==> src/rtl/dot_product_mac16_if.sv <==
// Stream bundle for dot_product_mac16: burst start/length, operand input stream,
// result output stream and busy status.
interface dot_product_mac16_if #(
  parameter int ACC_W = 40,
  parameter int LEN_W = 8
);
  logic             start;
  logic [LEN_W-1:0] len;
  logic             in_valid;
  logic             in_ready;
  logic [15:0]      in_a;
  logic [15:0]      in_b;
  logic             out_valid;
  logic             out_ready;
  logic [ACC_W-1:0] out_acc;
  logic             out_ovf;
  logic             busy;

  modport master (
    output start, len, in_valid, in_a, in_b, out_ready,
    input  in_ready, out_valid, out_acc, out_ovf, busy
  );

  modport slave (
    input  start, len, in_valid, in_a, in_b, out_ready,
    output in_ready, out_valid, out_acc, out_ovf, busy
  );
endinterface

==> src/rtl/dot_product_mac16.sv <==
// Burst dot-product MAC behind a combinational 16x16 unsigned array multiplier.
// Optional feature macro DOT_MAC_SAT_EN: saturate the accumulator on carry-out instead of wrapping.
module mul16x16_array (
  input  logic [15:0] i_a,
  input  logic [15:0] i_b,
  output logic [31:0] o_p
);
  always_comb begin
    o_p = '0;
    for (int i = 0; i < 16; i++) begin
      if (i_b[i]) o_p = o_p + ({16'h0000, i_a} << i);
    end
  end
endmodule

module dot_product_mac16 #(
  parameter int ACC_W = 40,
  parameter int LEN_W = 8
) (
  input  logic               clk,
  input  logic               rst,
  dot_product_mac16_if.slave io_bus
);
  localparam int DATA_W = 16;
  localparam int PROD_W = 2 * DATA_W;

  typedef enum logic [1:0] {S_IDLE, S_RUN, S_DONE} state_t;

  state_t            r_state, w_state_nxt;
  logic [LEN_W-1:0]  r_len, r_accepted;
  logic [DATA_W-1:0] r_a_p0, r_b_p0;
  logic              r_vld_p0, r_last_p0;
  logic [PROD_W-1:0] r_prod_p1;
  logic              r_vld_p1, r_last_p1;
  logic [ACC_W-1:0]  r_acc;
  logic              r_ovf;

  logic [PROD_W-1:0] w_prod;
  logic [ACC_W:0]    w_sum;
  logic              w_in_ready, w_xfer, w_start_ok, w_last_term;

  // Carry lands in the extra top bit so overflow detection needs no second adder.
  function automatic logic [ACC_W:0] acc_add(input logic [ACC_W-1:0] acc,
                                             input logic [PROD_W-1:0] prod);
    acc_add = {1'b0, acc} + {{(ACC_W + 1 - PROD_W){1'b0}}, prod};
  endfunction

  function automatic logic [ACC_W-1:0] acc_limit(input logic [ACC_W:0] sum);
`ifdef DOT_MAC_SAT_EN
    acc_limit = sum[ACC_W] ? {ACC_W{1'b1}} : sum[ACC_W-1:0];
`else
    acc_limit = sum[ACC_W-1:0];
`endif
  endfunction

  mul16x16_array u_mul (
    .i_a (r_a_p0),
    .i_b (r_b_p0),
    .o_p (w_prod)
  );

  assign w_in_ready  = (r_state == S_RUN) && (r_accepted < r_len);
  assign w_xfer      = w_in_ready && io_bus.in_valid;
  assign w_start_ok  = (r_state == S_IDLE) && io_bus.start;
  assign w_last_term = (r_accepted == (r_len - LEN_W'(1)));
  assign w_sum       = acc_add(r_acc, r_prod_p1);

  always_comb begin
    w_state_nxt = r_state;
    unique case (r_state)
      S_IDLE:  if (io_bus.start) w_state_nxt = (io_bus.len == '0) ? S_DONE : S_RUN;
      S_RUN:   if (r_vld_p1 && r_last_p1) w_state_nxt = S_DONE;
      S_DONE:  if (io_bus.out_ready) w_state_nxt = S_IDLE;
      default: w_state_nxt = S_IDLE;
    endcase
  end

  always_ff @(posedge clk) begin
    if (rst) begin
      r_state    <= S_IDLE;
      r_len      <= '0;
      r_accepted <= '0;
      r_a_p0     <= '0;
      r_b_p0     <= '0;
      r_vld_p0   <= 1'b0;
      r_last_p0  <= 1'b0;
      r_prod_p1  <= '0;
      r_vld_p1   <= 1'b0;
      r_last_p1  <= 1'b0;
      r_acc      <= '0;
      r_ovf      <= 1'b0;
    end else begin
      r_state <= w_state_nxt;
      if (w_start_ok) begin
        r_len      <= io_bus.len;
        r_accepted <= '0;
      end else if (w_xfer) begin
        r_accepted <= r_accepted + LEN_W'(1);
      end
      // p0: operand capture; the last-term flag rides with the pair
      r_vld_p0  <= w_xfer;
      r_last_p0 <= w_xfer && w_last_term;
      if (w_xfer) begin
        r_a_p0 <= io_bus.in_a;
        r_b_p0 <= io_bus.in_b;
      end
      // p1: product register
      r_vld_p1  <= r_vld_p0;
      r_last_p1 <= r_last_p0;
      if (r_vld_p0) r_prod_p1 <= w_prod;
      // p2: accumulate; pipeline is empty whenever a start is accepted
      if (w_start_ok) begin
        r_acc <= '0;
        r_ovf <= 1'b0;
      end else if (r_vld_p1) begin
        r_acc <= acc_limit(w_sum);
        if (w_sum[ACC_W]) r_ovf <= 1'b1;
      end
    end
  end

  assign io_bus.in_ready  = w_in_ready;
  assign io_bus.out_valid = (r_state == S_DONE);
  assign io_bus.out_acc   = r_acc;
  assign io_bus.out_ovf   = r_ovf;
  assign io_bus.busy      = (r_state != S_IDLE);
endmodule

==> src/flat_wrapper.sv <==
// flat-port wrapper written by rule: the top's interface ports become plain ports
module dot_product_mac16_flat 
#(
  parameter int ACC_W = 40,
  parameter int LEN_W = 8
)
  (clk, rst, io_bus_start, io_bus_len, io_bus_in_valid, io_bus_in_a, io_bus_in_b, io_bus_out_ready, io_bus_in_ready, io_bus_out_valid, io_bus_out_acc, io_bus_out_ovf, io_bus_busy);
  dot_product_mac16_if #(.ACC_W(ACC_W), .LEN_W(LEN_W)) io_bus_i ();
  input  logic clk;
  input  logic rst;
  input wire logic [$bits(io_bus_i.start)-1:0] io_bus_start;
  input wire logic [$bits(io_bus_i.len)-1:0] io_bus_len;
  input wire logic [$bits(io_bus_i.in_valid)-1:0] io_bus_in_valid;
  input wire logic [$bits(io_bus_i.in_a)-1:0] io_bus_in_a;
  input wire logic [$bits(io_bus_i.in_b)-1:0] io_bus_in_b;
  input wire logic [$bits(io_bus_i.out_ready)-1:0] io_bus_out_ready;
  output wire logic [$bits(io_bus_i.in_ready)-1:0] io_bus_in_ready;
  output wire logic [$bits(io_bus_i.out_valid)-1:0] io_bus_out_valid;
  output wire logic [$bits(io_bus_i.out_acc)-1:0] io_bus_out_acc;
  output wire logic [$bits(io_bus_i.out_ovf)-1:0] io_bus_out_ovf;
  output wire logic [$bits(io_bus_i.busy)-1:0] io_bus_busy;
  assign io_bus_i.start = io_bus_start;
  assign io_bus_i.len = io_bus_len;
  assign io_bus_i.in_valid = io_bus_in_valid;
  assign io_bus_i.in_a = io_bus_in_a;
  assign io_bus_i.in_b = io_bus_in_b;
  assign io_bus_i.out_ready = io_bus_out_ready;
  assign io_bus_in_ready = io_bus_i.in_ready;
  assign io_bus_out_valid = io_bus_i.out_valid;
  assign io_bus_out_acc = io_bus_i.out_acc;
  assign io_bus_out_ovf = io_bus_i.out_ovf;
  assign io_bus_busy = io_bus_i.busy;
  dot_product_mac16 #(.ACC_W(ACC_W), .LEN_W(LEN_W)) u_core (.clk(clk), .rst(rst), .io_bus(io_bus_i));
endmodule
==> config.mk <==
export PLATFORM = sky130hd
export DESIGN_NAME = dot_product_mac16_flat
export DESIGN_NICKNAME = d
export VERILOG_FILES = /design/src/rtl/dot_product_mac16_if.sv /design/src/rtl/dot_product_mac16.sv /design/src/flat_wrapper.sv
export SDC_FILE = /design/constraint.sdc
export NUM_CORES = 1
export LEC_CHECK = 0
export ABC_AREA = 0
export CAP_MARGIN = 20
export CORE_MARGIN = 4
export CORE_UTILIZATION = 45
export DETAILED_ROUTE_END_ITERATION = 6
export PLACE_DENSITY = 0.69
export SYNTH_ARGS = -nofsm -noshare
export SYNTH_HDL_FRONTEND = slang
export SYNTH_SLANG_ARGS = --single-unit
==> constraint.sdc <==
create_clock -name clk -period 40.1 [get_ports clk]
set_clock_uncertainty 0.05 [all_clocks]
set_input_delay 10.025 -clock clk [delete_from_list [all_inputs] [get_ports clk]]
set_output_delay 10.025 -clock clk [all_outputs]
set_load 0.05 [all_outputs]
* After elaboration in Yosys (flattened, before gate mapping)
Cells that the tools add are included.
** Word-level totals
- Logic and storage cells :: 69
- Bits of input ports :: 45
- Flip-flop bits (word level) :: 127
** Operators by class
- Equal/unequal tests :: 6
- Muxes and demuxes :: 21
- Add/sub/neg operators :: 18
- Reduce and logical (&&, ||, !) cells :: 11
- $lt $le $gt $ge :: 1
** Operators with widths (count)
- 32-bit two-way mux :: 15
- 40-bit by 32-bit adder with 41-bit output :: 1
- 32-bit by 17-bit adder with 32-bit output :: 1
- 32-bit by 18-bit adder with 32-bit output :: 1
- 32-bit by 19-bit adder with 32-bit output :: 1
- 32-bit by 20-bit adder with 32-bit output :: 1
- 32-bit by 21-bit adder with 32-bit output :: 1
- 32-bit by 22-bit adder with 32-bit output :: 1
- 32-bit by 23-bit adder with 32-bit output :: 1
- 32-bit by 24-bit adder with 32-bit output :: 1
- 32-bit by 25-bit adder with 32-bit output :: 1
- 32-bit by 26-bit adder with 32-bit output :: 1
- 32-bit by 27-bit adder with 32-bit output :: 1
- 32-bit by 28-bit adder with 32-bit output :: 1
- 32-bit by 29-bit adder with 32-bit output :: 1
- 32-bit by 30-bit adder with 32-bit output :: 1
- 32-bit by 31-bit adder with 32-bit output :: 1
- 16-bit two-way mux :: 1
- 8-bit by 1-bit adder with 8-bit output, second input constant :: 1
- 8-bit == test :: 1
- 8-bit logical NOT :: 1
- 8-bit less-than comparator :: 1
- 2-bit two-way mux :: 4
- 8-bit by 1-bit subtractor with 8-bit output, second input constant :: 1
- 10 further kinds :: 16

* Longest topological paths before layout
- Depth after elaboration :: 31
- Depth in mapped cells :: 120

* By module
Synthesis repeated with hierarchy kept, for this count alone.
** Second synthesis, totals
- Cells, all modules :: 3047
- Area, all modules :: 22347.7 um2
** Modules (own cells, without submodules)
- mul16x16_array :: seq. area each 0.0 um2, cells each 2275, area each 15512.4 um2, instances 1
- dot_product_mac16 :: seq. area each 2542.4 um2, cells each 772, area each 6835.3 um2, instances 1

* Worst setup path before layout
No wires, ideal clock.
- Path type :: register to register
- From :: register u_core.r_a_p0[2]
- To :: register u_core.r_prod_p1[29]
- Required time :: 39964 ps
- Path buffers :: 3
- Arrival time :: 19632 ps
- Setup time :: 86 ps
- Cell stages (with the launch flop) :: 110
- Path slack :: 20332 ps
- Period minus slack after synthesis :: 19768 ps
- Cell sequence :: dfxtp_1 -> buf_4 -> nand2_1 -> inv_1 -> ha_1 -> a21oi_2 -> a211oi_1 -> a21oi_1 -> nand2_1 -> xnor2_1 -> o21ai_0 -> ha_1 -> clkbuf_2 -> a21o_1 -> o311a_1 -> or3_1 -> nand3_1 -> o21ai_0 -> (+74 left out) -> o31ai_1 -> mux2i_1 -> a311o_1 -> ha_1 -> a21oi_1 -> nand2b_1 -> nor2_1 -> nand3_1 -> nand2_1 -> xor2_1 -> nand2_1 -> o21a_1 -> ha_1 -> o21a_1 -> nor2_1 -> xnor2_1 -> mux2i_1 -> a211oi_1
** Between the ends
- Word-level cells in the longest chain between the ends :: 31
** Ends and longest elaborated chain
- start, declared :: RTL line dot_product_mac16.sv:31 : logic [DATA_W-1:0] r_a_p0, r_b_p0;
- start signal, assigned :: RTL line dot_product_mac16.sv:104 : r_a_p0 <= io_bus.in_a;
- 16-bit two-way mux :: RTL line dot_product_mac16.sv:11 : if (i_b[i]) o_p = o_p + ({16'h0000, i_a} << i);
- 32-bit by 17-bit adder with 32-bit output :: RTL line dot_product_mac16.sv:11
- 32-bit two-way mux :: RTL line dot_product_mac16.sv:11
- 32-bit by 18-bit adder with 32-bit output :: RTL line dot_product_mac16.sv:11
- 32-bit two-way mux :: RTL line dot_product_mac16.sv:11
- 32-bit by 19-bit adder with 32-bit output :: RTL line dot_product_mac16.sv:11
- 32-bit two-way mux :: RTL line dot_product_mac16.sv:11
- 32-bit by 20-bit adder with 32-bit output :: RTL line dot_product_mac16.sv:11
- (+15 left out)
- 32-bit by 28-bit adder with 32-bit output :: RTL line dot_product_mac16.sv:11
- 32-bit two-way mux :: RTL line dot_product_mac16.sv:11
- 32-bit by 29-bit adder with 32-bit output :: RTL line dot_product_mac16.sv:11
- 32-bit two-way mux :: RTL line dot_product_mac16.sv:11
- 32-bit by 30-bit adder with 32-bit output :: RTL line dot_product_mac16.sv:11
- 32-bit two-way mux :: RTL line dot_product_mac16.sv:11
- 32-bit by 31-bit adder with 32-bit output :: RTL line dot_product_mac16.sv:11
- 32-bit two-way mux (*) :: RTL line dot_product_mac16.sv:11
- end signal, assigned :: RTL line dot_product_mac16.sv:110 : if (r_vld_p0) r_prod_p1 <= w_prod;
- end, declared :: RTL line dot_product_mac16.sv:33 : logic [PROD_W-1:0] r_prod_p1;
Mark *: on every way between the ends. The rest lies on a longest branch, timed or not.
A chain may end at the register's enable or synchronous reset.

* Worst setup path after layout
- From :: register u_core.r_b_p0[0]
- To :: register u_core.r_prod_p1[29]
** Between the ends
- Word-level cells in the longest chain between the ends :: 31
** Ends and longest elaborated chain
- start, declared :: RTL line dot_product_mac16.sv:31
- start signal, assigned :: RTL line dot_product_mac16.sv:105 : r_b_p0 <= io_bus.in_b;
- 16-bit two-way mux (*) :: RTL line dot_product_mac16.sv:11
- 32-bit by 17-bit adder with 32-bit output :: RTL line dot_product_mac16.sv:11
- 32-bit two-way mux (*) :: RTL line dot_product_mac16.sv:11
- 32-bit by 18-bit adder with 32-bit output :: RTL line dot_product_mac16.sv:11
- 32-bit two-way mux (*) :: RTL line dot_product_mac16.sv:11
- 32-bit by 19-bit adder with 32-bit output :: RTL line dot_product_mac16.sv:11
- 32-bit two-way mux (*) :: RTL line dot_product_mac16.sv:11
- 32-bit by 20-bit adder with 32-bit output :: RTL line dot_product_mac16.sv:11
- (+15 left out)
- 32-bit by 28-bit adder with 32-bit output :: RTL line dot_product_mac16.sv:11
- 32-bit two-way mux (*) :: RTL line dot_product_mac16.sv:11
- 32-bit by 29-bit adder with 32-bit output :: RTL line dot_product_mac16.sv:11
- 32-bit two-way mux (*) :: RTL line dot_product_mac16.sv:11
- 32-bit by 30-bit adder with 32-bit output :: RTL line dot_product_mac16.sv:11
- 32-bit two-way mux (*) :: RTL line dot_product_mac16.sv:11
- 32-bit by 31-bit adder with 32-bit output :: RTL line dot_product_mac16.sv:11
- 32-bit two-way mux (*) :: RTL line dot_product_mac16.sv:11
Marks and branches as above.

==> metrics.log <==
INFO  metric finish.instance_area = 23700 µm²
INFO  metric power.switching_fraction = 41.9%
INFO  metric gpl.final_weighted_congestion = between 0.9 and 1
INFO  metric die_height = 227 µm
INFO  metric vias_per_cell = around 6.2
INFO  metric finalHoldViolCount = 0
INFO  metric crit_path_max_incr_delay = 0.82 ns
INFO  metric critical_path.startpoint = u_core.r_b_p0[0]
INFO  metric hold_path.class = flop to flop
INFO  metric drt_iter0_markers = 1640
INFO  metric postSynthCellCount = just under 3000
INFO  metric r2r_setup_slack = 16.36 ns
INFO  metric timing.final.setup_violations = 0
INFO  metric critical_path.slowest_cell = sky130_fd_sc_hd__dfxtp_1
INFO  metric result_of_the_run = finished clean
INFO  metric rr_startpoint = u_core.r_b_p0[0]
INFO  metric period_utilization_post_route = about three fifths
INFO  metric synthTopCellsByArea = sky130_fd_sc_hd__ha_1 18%, sky130_fd_sc_hd__dfxtp_1 12%, sky130_fd_sc_hd__a21oi_1 6.1%, sky130_fd_sc_hd__nand2_1 5.8%, sky130_fd_sc_hd__xnor2_1 5.5%
INFO  metric drt_pre_antenna_iters = 6
INFO  metric worst_r2r_path_depth = 105
INFO  metric power_frac_seq = 24.3%
INFO  metric grt_util_met2 = 42.9%
INFO  metric grt.met1_usage = a little over a third
INFO  metric yosys.cell_types.count = 96
INFO  metric finalWorstPathRequiredPeriod = between 20 and 25 ns
INFO  metric cts_buffers = 17
INFO  metric ant_nets = 0
INFO  metric max_cap_viol_count = 0
INFO  metric data_arrival_time_of_the_worst_path = 24.07 ns
INFO  metric initial_antenna_violation_count = 1
INFO  metric synth-async-reset-ratio = 0%
INFO  metric io_pins = 89
INFO  metric drive_gt1_share = 5.72%
INFO  metric min_delay_worst_endpoint = u_core.r_prod_p1[0]
INFO  metric grt_usage = 26.1%
INFO  metric synth_most_common_cell = sky130_fd_sc_hd__nand2_1
INFO  metric grt-busiest-layer = met2
INFO  metric final-max-slew-violation-count = 0
INFO  metric grt_first_pass_wirelength = around 110 mm
INFO  metric vias_in_the_first_global_route = roughly 21000
INFO  metric max-clock-path-buffers = 2
INFO  metric holdCritStartpoint = u_core.r_prod_p1[0]
INFO  metric synthFlopType = sky130_fd_sc_hd__dfxtp_1
INFO  metric timing_worst_setup_path_type = flop to flop
INFO  metric synth.largest_area_cell = sky130_fd_sc_hd__ha_1
INFO  metric chipWidth = 227 µm
INFO  metric clock_group_share_of_total_power = 28.3%
INFO  metric cts.sinks = 127
INFO  metric placement_rows = 80
INFO  metric detailed_place_hpwl = 52.6 mm
INFO  metric synth.cell_area = 21600 µm²
INFO  metric timing.critical_path.required = 40.43 ns
INFO  metric place.port_buffers = 88
INFO  metric postSynthNetCount = 3332
INFO  metric initial_core_util = 45.4%
INFO  metric hold_buffers = 0
INFO  metric cts.root.buffer_cell = sky130_fd_sc_hd__clkbuf_16
INFO  metric post-cts-setup-buffer-count = 0
INFO  metric setup.worst_path.start_class = flop
INFO  metric switching_power_of_the_nets = ~230 µW
INFO  metric area.growth.synth_to_final = 9.64%
INFO  metric overflow = 0
INFO  metric critPathMaxFanout = 22
INFO  metric worstSetupEndpointType = flop
INFO  metric ys_top_cells_by_count = 337 x sky130_fd_sc_hd__nand2_1, 316 x sky130_fd_sc_hd__ha_1, 265 x sky130_fd_sc_hd__a21oi_1
INFO  metric clock_latency = 0.48 ns
INFO  metric global_route.usage.met3 = about 3.6%
INFO  metric power_density = between 20 and 25 nW/µm²
INFO  metric power.leakage = 0.0109 µW
INFO  metric drc = 0
INFO  metric cts.htree.levels = 4
INFO  metric post_placement_cell_area = 23100 µm²
INFO  metric path_common_cell = sky130_fd_sc_hd__ha_1
INFO  metric hold_slack = between 0.4 and 0.5 ns
INFO  metric finalNetCount = 3372
INFO  metric synth-seq-cells = 127
INFO  metric largest_net_degree_at_the_start_of_global_routing = 80
INFO  metric fp.coreArea = 47600 µm²
INFO  metric max-slew-margin-rel = 31.2%
INFO  metric yosys_warnings = 0
INFO  metric wl = 69.7 mm
INFO  metric number_of_enable_flip_flop_cells_after_synthesis = 0
INFO  metric intPower = 326 µW
INFO  metric wl_per_cell = 19.3 µm
INFO  metric min_delay_path_depth = 2
INFO  metric rsz0062_at_grt = no
INFO  metric clk_pin_slew = 0.06 ns
INFO  metric r2r_endpoint = u_core.r_prod_p1[29]
INFO  metric irDropWorstVdd = 0.0343 mV
INFO  metric full_die_area = around 52000 µm²
INFO  metric diodes = 0
INFO  metric synth_top_area_share = 18.3%
INFO  metric fmax = 42.1 MHz
INFO  metric setup_total_negative_slack = 0 ns
INFO  metric combPwrFrac = 47.4%
INFO  metric synth_area_per_cell = 7.32 µm²
INFO  metric vias = 22529
INFO  metric tritoncts = yes
INFO  metric synth_seq_area_share = 11.8%
INFO  metric max_slew.worst_pin.slew = 1.03 ns
INFO  metric post_cts_resized = 0
[power groups by stage]
stage	Combinational (µW)	Clock [µW]	Sequential, µW
after global placement	253	0	139
after floorplan	192	0	141
after CTS	261	161	136
after detailed placement	259	0	139
final	266	159	136
after global routing	291	166	137
[metrics by stage]
stage	setup slack, ns	cells	total power [µW]	util (%)
finish	16.36	3622	560	49.8
global placement	17.41	3591	391	48.6
detailed placement	16.81	3591	398	48.6
global route	14.85	3622	594	49.8
floorplan	20.33	2955	332	-
CTS	16.75	3622	559	49.8
[layer usage]
layer / wire [µm] / share of wire [%] / vias to the layer above
met5: 0 / 0 / -
met4: 2490 / 3.6 / 0
met3: 4870 / 7.0 / 159
met2: 30900 / 44 / 857
met1: 31500 / 45 / 10549
li1: - / - / 10964
[flip-flops by register name, summed over array words and instances (netlist names), 2 cells and up]
| name | flops |
|---|---|
| u_core.r_accepted | 8 |
| u_core.r_prod_p1 | 32 |
| u_core.r_a_p0 | 16 |
| u_core.io_bus.out_acc | 40 |
| u_core.r_state | 2 |
| u_core.r_len | 8 |
| u_core.r_b_p0 | 16 |
[cell usage in the layout, fill, tap and decap left out, types with 11 or more instances in the layout]
master,instances
sky130_fd_sc_hd__buf_4,36
sky130_fd_sc_hd__or3_1,28
sky130_fd_sc_hd__nor2_1,262
sky130_fd_sc_hd__o21ai_0,185
sky130_fd_sc_hd__inv_1,131
sky130_fd_sc_hd__mux2i_1,57
sky130_fd_sc_hd__nand3_1,62
sky130_fd_sc_hd__and3_1,22
sky130_fd_sc_hd__fa_1,16
sky130_fd_sc_hd__nand4_1,28
sky130_fd_sc_hd__xor2_1,62
sky130_fd_sc_hd__mux2_2,42
sky130_fd_sc_hd__a31oi_1,27
sky130_fd_sc_hd__a211oi_1,47
sky130_fd_sc_hd__a31o_2,12
sky130_fd_sc_hd__nor4_1,15
sky130_fd_sc_hd__nand2_1,337
sky130_fd_sc_hd__nor3_1,63
sky130_fd_sc_hd__dfxtp_1,125
sky130_fd_sc_hd__clkdlybuf4s50_1,87
sky130_fd_sc_hd__xnor2_1,137
sky130_fd_sc_hd__o31a_1,14
sky130_fd_sc_hd__a21o_1,85
sky130_fd_sc_hd__o21bai_1,23
sky130_fd_sc_hd__nor2b_1,36
sky130_fd_sc_hd__o31ai_1,20
sky130_fd_sc_hd__ha_1,316
sky130_fd_sc_hd__o21a_1,86
sky130_fd_sc_hd__nand2b_1,35
sky130_fd_sc_hd__o211ai_1,33
sky130_fd_sc_hd__a21boi_0,13
sky130_fd_sc_hd__a22oi_1,12
sky130_fd_sc_hd__clkbuf_16,17
sky130_fd_sc_hd__or2_2,12
sky130_fd_sc_hd__and2_1,33
sky130_fd_sc_hd__a21oi_1,265
sky130_fd_sc_hd__o2111ai_1,11
sky130_fd_sc_hd__o22ai_1,17
[worst max-delay path, delay by kind of cell, from the launching register on]
family	cells	cell delay (ns)
AO/OA/AOI/OAI	36	8.74
XOR/XNOR	11	2.05
adder cells (fa/ha/maj)	15	4.91
buffers and inverters	5	0.54
flip-flops	1	0.82
multiplexers	7	1.54
AND/OR/NAND/NOR	31	5.00
[logic make-up after synthesis]
kind of cell,count (synthesis),share of synthesized area [%]
flip-flops,127,11.8
adder cells (fa/ha/maj),332,19.8
multiplexers,100,4.93
buffers and inverters,241,4.32
AND/OR/NAND/NOR,965,20.5
XOR/XNOR,199,8.06
AO/OA/AOI/OAI,991,30.7
[worst max path at each step]
| stage | to | slack (ns) | depth (start not counted) |
|---|---|---|---|
| after floorplan | u_core.r_prod_p1[29] | 20.33 | 109 |
| final | u_core.r_prod_p1[29] | 16.36 | 105 |
| after global placement | u_core.r_prod_p1[29] | 17.41 | 105 |
| after global routing | u_core.r_prod_p1[29] | 14.85 | 105 |
| after CTS | u_core.r_prod_p1[29] | 16.75 | 101 |
| after detailed placement | u_core.r_prod_p1[29] | 16.81 | 101 |
[final cells by class]
class                      count  area [µm²]
fill                        4625       23900
multi-input combinational   2587       18200
sequential                   127        2540
timing repair buffer         124        1150
tap                          615         769
inverter                     138         518
clock buffer                  18         429
clock inverter                13         140
(Power assumes the default switching activity.)
